[config.mk]
export PLATFORM = sky130hd
export DESIGN_NAME = load_store_unit
export DESIGN_NICKNAME = d
export VERILOG_FILES = /design/src/rtl/load_store_unit.sv
export SDC_FILE = /design/constraint.sdc
export NUM_CORES = 1
export LEC_CHECK = 0
export BUFFER_PORTS_ARGS = -buffer_cell sky130_fd_sc_hd__buf_2
export CAP_MARGIN = 40
export CORE_MARGIN = 1
export CORE_UTILIZATION = 54
export DETAILED_ROUTE_END_ITERATION = 8
export PLACE_DENSITY_LB_ADDON = 0.25
export SYNTH_ARGS = -nofsm -noshare
export SYNTH_HDL_FRONTEND = slang
export SYNTH_SLANG_ARGS = --single-unit
[constraint.sdc]
create_clock -name clk -period 2.45 [get_ports clk]
set_input_delay 0 -clock clk [delete_from_list [all_inputs] [get_ports clk]]
set_output_delay 0 -clock clk [all_outputs]
set_load 0.03 [all_outputs]
[src/rtl/load_store_unit.sv]
// Load/store unit: takes one memory-stage access and turns it into a single
// word-aligned request on a simple req/ready memory port. Loads are returned
// lane-extracted and sign/zero extended; stores are lane-replicated with byte
// enables. Misaligned or illegal accesses are rejected with a one-cycle error
// pulse, and a stuck memory is abandoned after TIMEOUT request cycles.
module load_store_unit #(
    parameter int TIMEOUT = 255
) (
    input  logic        clk,
    input  logic        rst_n,
    input  logic        MemRead,
    input  logic        MemWrite,
    input  logic [2:0]  funct3,
    input  logic [31:0] Address,
    input  logic [31:0] Write_data,
    output logic [31:0] Read_data,
    output logic        stall,
    output logic        access_err,
    output logic        mem_req,
    output logic        mem_we,
    output logic [31:0] mem_addr,
    output logic [31:0] mem_wdata,
    output logic [3:0]  mem_be,
    input  logic        mem_ready,
    input  logic [31:0] mem_rdata
);

    // The wait counter only has to reach TIMEOUT-1, so it is sized for that.
    localparam int CW = (TIMEOUT > 1) ? $clog2(TIMEOUT) : 1;
    localparam logic [CW-1:0] TO_LAST = (TIMEOUT > 0) ? CW'(TIMEOUT - 1) : {CW{1'b0}};
    localparam logic          TO_EN   = (TIMEOUT != 0);

    typedef enum logic [1:0] {
        IDLE = 2'b00,
        REQ  = 2'b01,
        DONE = 2'b10
    } state_t;

    // Pick the addressed byte/half out of the read word and extend it.
    function automatic logic [31:0] load_extract(input logic [2:0]  f3,
                                                 input logic [1:0]  off,
                                                 input logic [31:0] word);
        logic [7:0]  b;
        logic [15:0] h;
        logic [31:0] r;
        b = word[{off, 3'b000} +: 8];
        h = off[1] ? word[31:16] : word[15:0];
        case (f3)
            3'b000:  r = {{24{b[7]}}, b};
            3'b100:  r = {24'h00_0000, b};
            3'b001:  r = {{16{h[15]}}, h};
            3'b101:  r = {16'h0000, h};
            3'b010:  r = word;
            default: r = word;
        endcase
        return r;
    endfunction

    // Byte enables for a store of the given size at the given lane.
    function automatic logic [3:0] store_be(input logic [2:0] f3,
                                            input logic [1:0] off);
        logic [3:0] r;
        case (f3[1:0])
            2'b00:   r = 4'b0001 << off;
            2'b01:   r = 4'b0011 << off;
            2'b10:   r = 4'b1111;
            default: r = 4'b0000;
        endcase
        return r;
    endfunction

    // Replicate store data across all lanes so memory can take any enabled lane.
    function automatic logic [31:0] store_wdata(input logic [2:0]  f3,
                                                input logic [31:0] wd);
        logic [31:0] r;
        case (f3[1:0])
            2'b00:   r = {4{wd[7:0]}};
            2'b01:   r = {2{wd[15:0]}};
            default: r = wd;
        endcase
        return r;
    endfunction

    state_t        state_r;
    state_t        state_nx_s;
    logic [CW-1:0] wait_cnt_r;
    logic          we_r;
    logic [2:0]    f3_r;
    logic [1:0]    off_r;
    logic [3:0]    be_r;
    logic [31:0]   addr_r;
    logic [31:0]   wdata_r;
    logic [31:0]   read_data_r;
    logic          err_r;

    logic          f3_ok_s;
    logic          align_ok_s;
    logic          valid_s;
    logic          any_s;
    logic          start_s;
    logic          bad_s;
    logic          timeout_s;

    // Classify the presented access: legal size and naturally aligned.
    always_comb begin
        f3_ok_s    = 1'b0;
        align_ok_s = 1'b0;
        case (funct3)
            3'b000, 3'b100: begin
                f3_ok_s    = 1'b1;
                align_ok_s = 1'b1;
            end
            3'b001, 3'b101: begin
                f3_ok_s    = 1'b1;
                align_ok_s = ~Address[0];
            end
            3'b010: begin
                f3_ok_s    = 1'b1;
                align_ok_s = (Address[1:0] == 2'b00);
            end
            default: begin
                f3_ok_s    = 1'b0;
                align_ok_s = 1'b0;
            end
        endcase
    end

    assign any_s     = MemRead | MemWrite;
    assign valid_s   = (MemRead ^ MemWrite) & f3_ok_s & align_ok_s;
    assign start_s   = (state_r == IDLE) & valid_s;
    assign bad_s     = (state_r == IDLE) & any_s & ~valid_s;
    assign timeout_s = TO_EN & (wait_cnt_r == TO_LAST) & ~mem_ready;

    // State register.
    always_ff @(posedge clk or negedge rst_n) begin
        if (!rst_n) begin
            state_r <= IDLE;
        end else begin
            state_r <= state_nx_s;
        end
    end

    // Next-state logic; DONE always returns to IDLE so the same instruction is not reissued.
    always_comb begin
        state_nx_s = state_r;
        case (state_r)
            IDLE: begin
                if (valid_s) begin
                    state_nx_s = REQ;
                end else begin
                    state_nx_s = IDLE;
                end
            end
            REQ: begin
                if (mem_ready || timeout_s) begin
                    state_nx_s = DONE;
                end else begin
                    state_nx_s = REQ;
                end
            end
            DONE:    state_nx_s = IDLE;
            default: state_nx_s = IDLE;
        endcase
    end

    // Output decode; stall rises in the accepting IDLE cycle so the pipeline freezes at once.
    always_comb begin
        stall   = 1'b0;
        mem_req = 1'b0;
        mem_we  = 1'b0;
        mem_be  = 4'b0000;
        case (state_r)
            IDLE: begin
                stall = start_s & rst_n;
            end
            REQ: begin
                stall   = 1'b1;
                mem_req = 1'b1;
                mem_we  = we_r;
                mem_be  = be_r;
            end
            DONE: begin
                stall = 1'b0;
            end
            default: begin
                stall = 1'b0;
            end
        endcase
    end

    // Capture the access on acceptance so the memory port stays stable during REQ.
    always_ff @(posedge clk or negedge rst_n) begin
        if (!rst_n) begin
            we_r    <= 1'b0;
            f3_r    <= 3'b000;
            off_r   <= 2'b00;
            be_r    <= 4'b0000;
            addr_r  <= 32'h0000_0000;
            wdata_r <= 32'h0000_0000;
        end else if (start_s) begin
            we_r    <= MemWrite;
            f3_r    <= funct3;
            off_r   <= Address[1:0];
            be_r    <= MemWrite ? store_be(funct3, Address[1:0]) : 4'b0000;
            addr_r  <= {Address[31:2], 2'b00};
            wdata_r <= store_wdata(funct3, Write_data);
        end else begin
            we_r    <= we_r;
            f3_r    <= f3_r;
            off_r   <= off_r;
            be_r    <= be_r;
            addr_r  <= addr_r;
            wdata_r <= wdata_r;
        end
    end

    // Count REQ cycles without a response; cleared as the request is launched.
    always_ff @(posedge clk or negedge rst_n) begin
        if (!rst_n) begin
            wait_cnt_r <= {CW{1'b0}};
        end else if (start_s) begin
            wait_cnt_r <= {CW{1'b0}};
        end else if (state_r == REQ) begin
            wait_cnt_r <= wait_cnt_r + {{(CW-1){1'b0}}, 1'b1};
        end else begin
            wait_cnt_r <= wait_cnt_r;
        end
    end

    // Load result is updated only by a load completing; stores and aborts leave it alone.
    always_ff @(posedge clk or negedge rst_n) begin
        if (!rst_n) begin
            read_data_r <= 32'h0000_0000;
        end else if ((state_r == REQ) && mem_ready && !we_r) begin
            read_data_r <= load_extract(f3_r, off_r, mem_rdata);
        end else begin
            read_data_r <= read_data_r;
        end
    end

    // Error pulse: after a rejected access, or in DONE after a timeout.
    always_ff @(posedge clk or negedge rst_n) begin
        if (!rst_n) begin
            err_r <= 1'b0;
        end else begin
            err_r <= bad_s | ((state_r == REQ) & timeout_s);
        end
    end

    assign Read_data  = read_data_r;
    assign access_err = err_r;
    assign mem_addr   = addr_r;
    assign mem_wdata  = wdata_r;

endmodule

Word level (Yosys, flattened, before mapping)
Index checks and enable logic that the tools add are counted.
{"block": "op_classes", "shifts": 3, "bitwise": 14, "add_sub_neg": 1, "muxes": 16, "reduce_logical": 13, "n_eq_ne": 11}
{"op": "32-bit one-hot mux with 4 select lines", "count": 1}
{"op": "32-bit one-hot mux with 2 select lines", "count": 1}
{"op": "32-bit by 6-bit variable part select with 8-bit output", "count": 1}
{"op": "16-bit 2-to-1 mux", "count": 1}
{"op": "8-bit 2-to-1 mux", "count": 2}
{"op": "3-bit == test, second input constant", "count": 4}
{"op": "4-bit one-hot mux with 3 select lines", "count": 1}
{"op": "8-bit by 1-bit adder with 8-bit output, second input constant", "count": 1}
{"op": "1-bit bitwise AND", "count": 8}
{"op": "8-bit == test, second input constant", "count": 1}
{"op": "4-bit 2-to-1 mux", "count": 2}
{"op": "3-bit by 1-bit == test with 1-bit output, second input constant", "count": 2}
{"op": "2-bit logical NOT", "count": 3}
{"op": "3-bit logical NOT", "count": 2}
{"op": "5-bit OR reduction", "count": 1}
{"op": "2-bit by 1-bit == test with 1-bit output, second input constant", "count": 2}
{"op": "1-bit 2-to-1 mux", "count": 4}
{"op": "2-bit one-hot mux with 2 select lines", "count": 1}
{"op": "2-bit OR reduction", "count": 2}
{"op": "1-bit by 2-bit left shift with 4-bit output, first input constant", "count": 1}
{"op": "2-bit by 2-bit left shift with 4-bit output, first input constant", "count": 1}
{"op": "3-bit by 2-bit == test with 1-bit output, second input constant", "count": 1}
{"op": "1-bit NOT", "count": 3}
{"op": "1-bit one-hot mux with 3 select lines", "count": 1}
{"op": "9 further kinds", "count": 11}
{"block": "totals", "wordCells": 68, "out_inout_bits": 104, "input_bits": 104, "ff_bits": 115}

Logic depth before layout (Yosys ltp)
{"block": "logic_depth", "ltp_word": 8, "ltp_mapped": 7, "depth_no_buf": 6}

Least setup slack after synthesis
Ideal clock, no wire load.
{"block": "synth_timing", "kind": "register to register", "from": "register off_r[1]", "to": "register read_data_r[22] (netlist: Read_data[22])", "n_path_buf": 2, "arrival_time_ps": 1436, "stages_incl_launch_ff": 7, "slack_ps": 889, "period_less_slack_ps": 1561, "setup_ps": 125, "required_ps": 2325, "cell_sequence": "dfrtp_1 buf_6 mux2_4 o21ai_0 nor3b_2 buf_6 o21ai_2"}
{"block": "synth_via", "elab_chain_cells": 2, "word_cells_on_any_way": 3, "cone_classes": "1 x shift; 2 x mux"}
{"item": "from (decl)", "line_no": "89", "rtl": "logic [1:0] off_r;"}
{"item": "from (signal assigned)", "line_no": "203", "rtl": "off_r <= Address[1:0];"}
{"item": "from (signal assigned)", "line_no": "210", "rtl": "off_r <= off_r;"}
{"item": "32-bit by 6-bit variable part select with 8-bit output / 16-bit 2-to-1 mux (equally long branches)", "line_no": "46, 47"}
{"item": "32-bit one-hot mux with 4 select lines (*)", "line_no": "48", "rtl": "case (f3)"}
{"item": "to (signal assigned)", "line_no": "235", "rtl": "read_data_r <= load_extract(f3_r, off_r, mem_rdata);"}
{"item": "to (signal assigned)", "line_no": "237", "rtl": "read_data_r <= read_data_r;"}
{"item": "to (decl)", "line_no": "93", "rtl": "logic [31:0] read_data_r;"}
Mark *: on every way between the ends. The rest lies on a longest branch, timed or not.
A chain may end at the register's enable or synchronous reset.

Worst setup path after layout
{"block": "layout_timing", "from": "register f3_r[0]", "to": "register read_data_r[3] (netlist: Read_data[3])"}
{"block": "layout_via", "elab_chain_cells": 2, "word_cells_on_any_way": 5, "cone_classes": "3 x eq/ne; 1 x mux; 1 x reduce/logical"}
{"item": "from (decl)", "line_no": "88", "rtl": "logic [2:0] f3_r;"}
{"item": "from (signal assigned)", "line_no": "202", "rtl": "f3_r <= funct3;"}
{"item": "from (signal assigned)", "line_no": "209", "rtl": "f3_r <= f3_r;"}
{"item": "3-bit == test, or another cell as far along", "line_no": "48"}
{"item": "32-bit one-hot mux with 4 select lines (*)", "line_no": "48"}
Marks and branches as above.

==> impl_metrics.py <==
metrics = {
    "placement": {
        "io_buffers": 205,
        "place_congestion": 0.8416,
        "placed_area_um2": 6897,
        "dp_hpwl_um": 10270,
    },
    "global_routing": {
        "overflow": 0,
        "antenna_found_initial": 1,
        "met1_usage": 0.4178,
        "use_met2": 0.5999,
        "use_met3": 0.09153,
        "top_usage_layer": "met2",
        "grt_pass1_wl_um": 30780,
        "grt_max_degree": 83,
        "grt_pass1_vias": 6044,
        "grt_usage": 0.3586,
    },
    "power_and_ir_drop": {
        "pwr-share-clk": 0.240,
        "fin_total_pwr_mw": 9.833,
        "power_frac_comb": 0.433,
        "peakVddDrop_uv": 751.3,
        "sw_frac_of_total": 0.4151,
        "switchingPower_mw": 4.081,
        "p_int_mw": 5.751,
        "pwr_density_cell_nw_per_um2": 1137,
        "seq_power_share": 0.327,
        "leakage_nw": 4.183,
    },
    "worst_hold_path": {
        "hold_path.class": "in2async",
    },
    "final_layout": {
        "finish.utilization": 0.8337,
        "seq_area_um2": 2878,
        "syn_to_final_growth_pct": 48.79,
        "finalNetCount": 946,
        "drive_gt1_frac": 0.3772,
        "multi_input_area_um2": 2678,
        "final_area_um2": 8646,
        "fillerInstances": 539,
    },
    "drt": {
        "drt_wl_total_um": 19210,
        "viasPerCell": 5.753,
        "drtIter0Drc": 380,
        "drt-pass1-iter-count": 5,
        "drtAntennaViolNets": 0,
        "route.detailed.drc": 0,
        "routedWlPerCell_um": 19.44,
        "vias": 5684,
    },
    "synthesis": {
        "async_reset_ff_frac": 1.000,
        "ys_warn_count": 0,
        "synth-main-ff-cell": "dfrtp_1",
        "synth_enable_flop_cells": 0,
        "yosysUniqueCellTypes": 50,
        "seq_area_frac_synth": 0.4953,
        "synth.avg_cell_area_um2": 11.13,
        "syn-cell-area_um2": 5811,
        "ys_ff_latch": 115,
        "netlist_instances": 522,
    },
    "worst_setup_path": {
        "critPathArrivalTime_ns": 2.74,
        "critPathKind": "reg2reg",
        "required_ns": 2.86,
        "crit_path_end_kind": "flip-flop",
        "r2r_cells": 6,
        "worstSetupStartpointType": "flip-flop",
        "cp_max_fo": 14,
    },
    "floorplanning": {
        "die-area_um2": 11180,
        "num_rows": 37,
        "core_um2": 10370,
        "ios": 208,
        "fp.dieW_um": 105.7,
        "die_h_um": 105.7,
        "start_util": 0.5603,
    },
    "timing": {
        "hold_slack_ns": 0.01266,
        "tightest_slew_ns": 0.6532,
        "max_slew_margin": 0.5631,
        "fin_tns_setup_ns": 0,
        "period_minus_slack_ns": 2.328,
        "final-setup-viol-count": 0,
        "fin_skew_ns": 0.01728,
        "period_share": 0.9503,
        "grt_setup_unrepaired": "false",
        "finalMaxSlewViolations": 0,
        "max_freq_mhz": 429.5,
        "hold_viol": 0,
    },
    "status": {
        "status": "complete, no violations",
    },
    "cts": {
        "cts_buffer_depth": 2,
        "cts-buffers-inserted": 17,
        "clk_latency_ns": 0.53,
        "clkTransAtPathRegs_ns": 0.06,
        "cts_root_buf": "clkbuf_8",
        "cts.sinks": 115,
        "cts_tree": "built",
        "postCtsSetupBuffers": 0,
        "htree_levels": 4,
    },
    "job": {
        "cap_violations": 0,
    },
}
## area by class of cell
class / count / share of cell area
tap: 136 / 0.01968
antenna: 1 / 0.0002894
clock buffer: 26 / 0.05528
clock inverter: 5 / 0.008683
inverter: 6 / 0.002605
multi-input combinational: 363 / 0.3097
sequential: 115 / 0.3329
timing repair buffer: 336 / 0.2709
## cells by family (layout without fill, tap and decap cells)
| kind of cell | Yosys count | count (layout) | synth area share |
|---|---|---|---|
| other | 1 | 3 | 0.0006454 |
| muxes | 76 | 76 | 0.1703 |
| xor gates and xnor gates | 3 | 3 | 0.004523 |
| adders and majority gates | 3 | 3 | 0.006461 |
| and+or+nand+nor | 138 | 138 | 0.1240 |
| DFF | 115 | 115 | 0.4953 |
| AOI/OAI and AO/OA | 141 | 141 | 0.1537 |
| buffers and inverters | 45 | 373 | 0.04500 |
## cells in the mapped netlist (2+ instances only)
cell / count / area [µm²]
a22o_1: 2 / 17.52
o221a_2: 6 / 67.56
a21oi_1: 40 / 200.2
a31oi_1: 7 / 43.79
o21ai_0: 48 / 240.2
o31ai_1: 2 / 15.01
clkbuf_1: 14 / 52.55
or3_1: 2 / 12.51
nand2_1: 53 / 198.9
mux2_2: 7 / 78.83
nand4_1: 2 / 12.51
dfrtp_1: 115 / 2878
nand2b_1: 8 / 50.05
ha_1: 3 / 37.54
nor2b_1: 6 / 37.54
inv_1: 5 / 18.77
nor3_1: 10 / 50.05
nand3b_1: 10 / 75.07
mux2_4: 44 / 660.6
mux2i_1: 25 / 250.2
o211ai_1: 18 / 135.1
nand3_1: 10 / 50.05
nor2_1: 21 / 78.83
buf_4: 3 / 22.52
o21ai_1: 3 / 15.01
buf_6: 9 / 101.4
o21ai_2: 10 / 87.58
buf_1: 2 / 7.510
xor2_1: 2 / 17.52
buf_2: 11 / 55.05
and2_1: 5 / 31.28
## layout by cell type, fill, tap and decap left out, drive strengths merged, types with 2 or more instances in the layout
cell           n
inv            5
o221a          6
nor2b          6
mux2          51
a31oi          7
or3            2
nand3b        10
xor2           2
dfrtp        115
ha             3
clkbuf        26
o31ai          3
nor2          22
nand4          3
nand2b         9
and2           5
o211ai        18
dlygate4sd3  117
o21ai         61
nand3         10
conb           2
nand2         53
mux2i         25
clkinv         4
a21oi         40
buf          219
bufinv         2
nor3          11
a22o           2
## worst paths after layout
kind / startpoint / to / slack (ns)
worst max-delay path: f3_r[0] / Read_data[3] / 0.12
worst min-delay path: rst_n / Read_data[13] / 0.01
worst max register to register: f3_r[0] / Read_data[3] / 0.12
worst min register to register: mem_wdata[10] / mem_wdata[10] / 0.48
max in group asynchronous: rst_n / mem_addr[10] / 1.96
min in group clk: funct3[0] / f3_r[0] / 0.11
## power groups by stage
stage	Clock, mW	Combinational [mW]	Sequential, mW
after global placement	0	3.83	3.14
after floorplan	0	1.54	4.37
after CTS	2.34	4.13	3.16
after detailed placement	0	3.91	3.16
final	2.36	4.26	3.22
after global routing	2.47	4.50	3.29
## per-stage QoR
stage               cells  setup WS [ns]
finish                988         0.1217
global route          988       0.004403
CTS                   987        0.03106
detailed placement    838         0.5534
global placement      838         0.5986
floorplan             523         0.8891
## state kept, by name, indices dropped and copies added, names as in the netlist, 2 cells and up
register    count
state_r         2
mem_wdata      32
be_r            4
mem_addr       30
wait_cnt_r      8
off_r           2
f3_r            3
Read_data      32
## per-layer routing
metal	part of all wire	vias to the layer above
met5	0	-
met4	0.052	0
met3	0.079	109
met2	0.49	366
met1	0.38	2696
li1	-	2513
## worst max-delay path, cell delays in order, from the launching register on
cell and delay [ns]:
dfrtp_1 0.56, nand2b_1 0.37, buf_4 0.24, nor3_1 0.16, a31oi_1 0.08, o221a_2 0.25
dlygate4sd3_1 0.55
## what timing repair did
item                       CTS  global route
hold endpoints to repair   221             0
setup endpoints to repair    0             3
gates resized for setup      0             2
hold buffers               118             0
No activity file was read; power rests on OpenSTA's default activity.
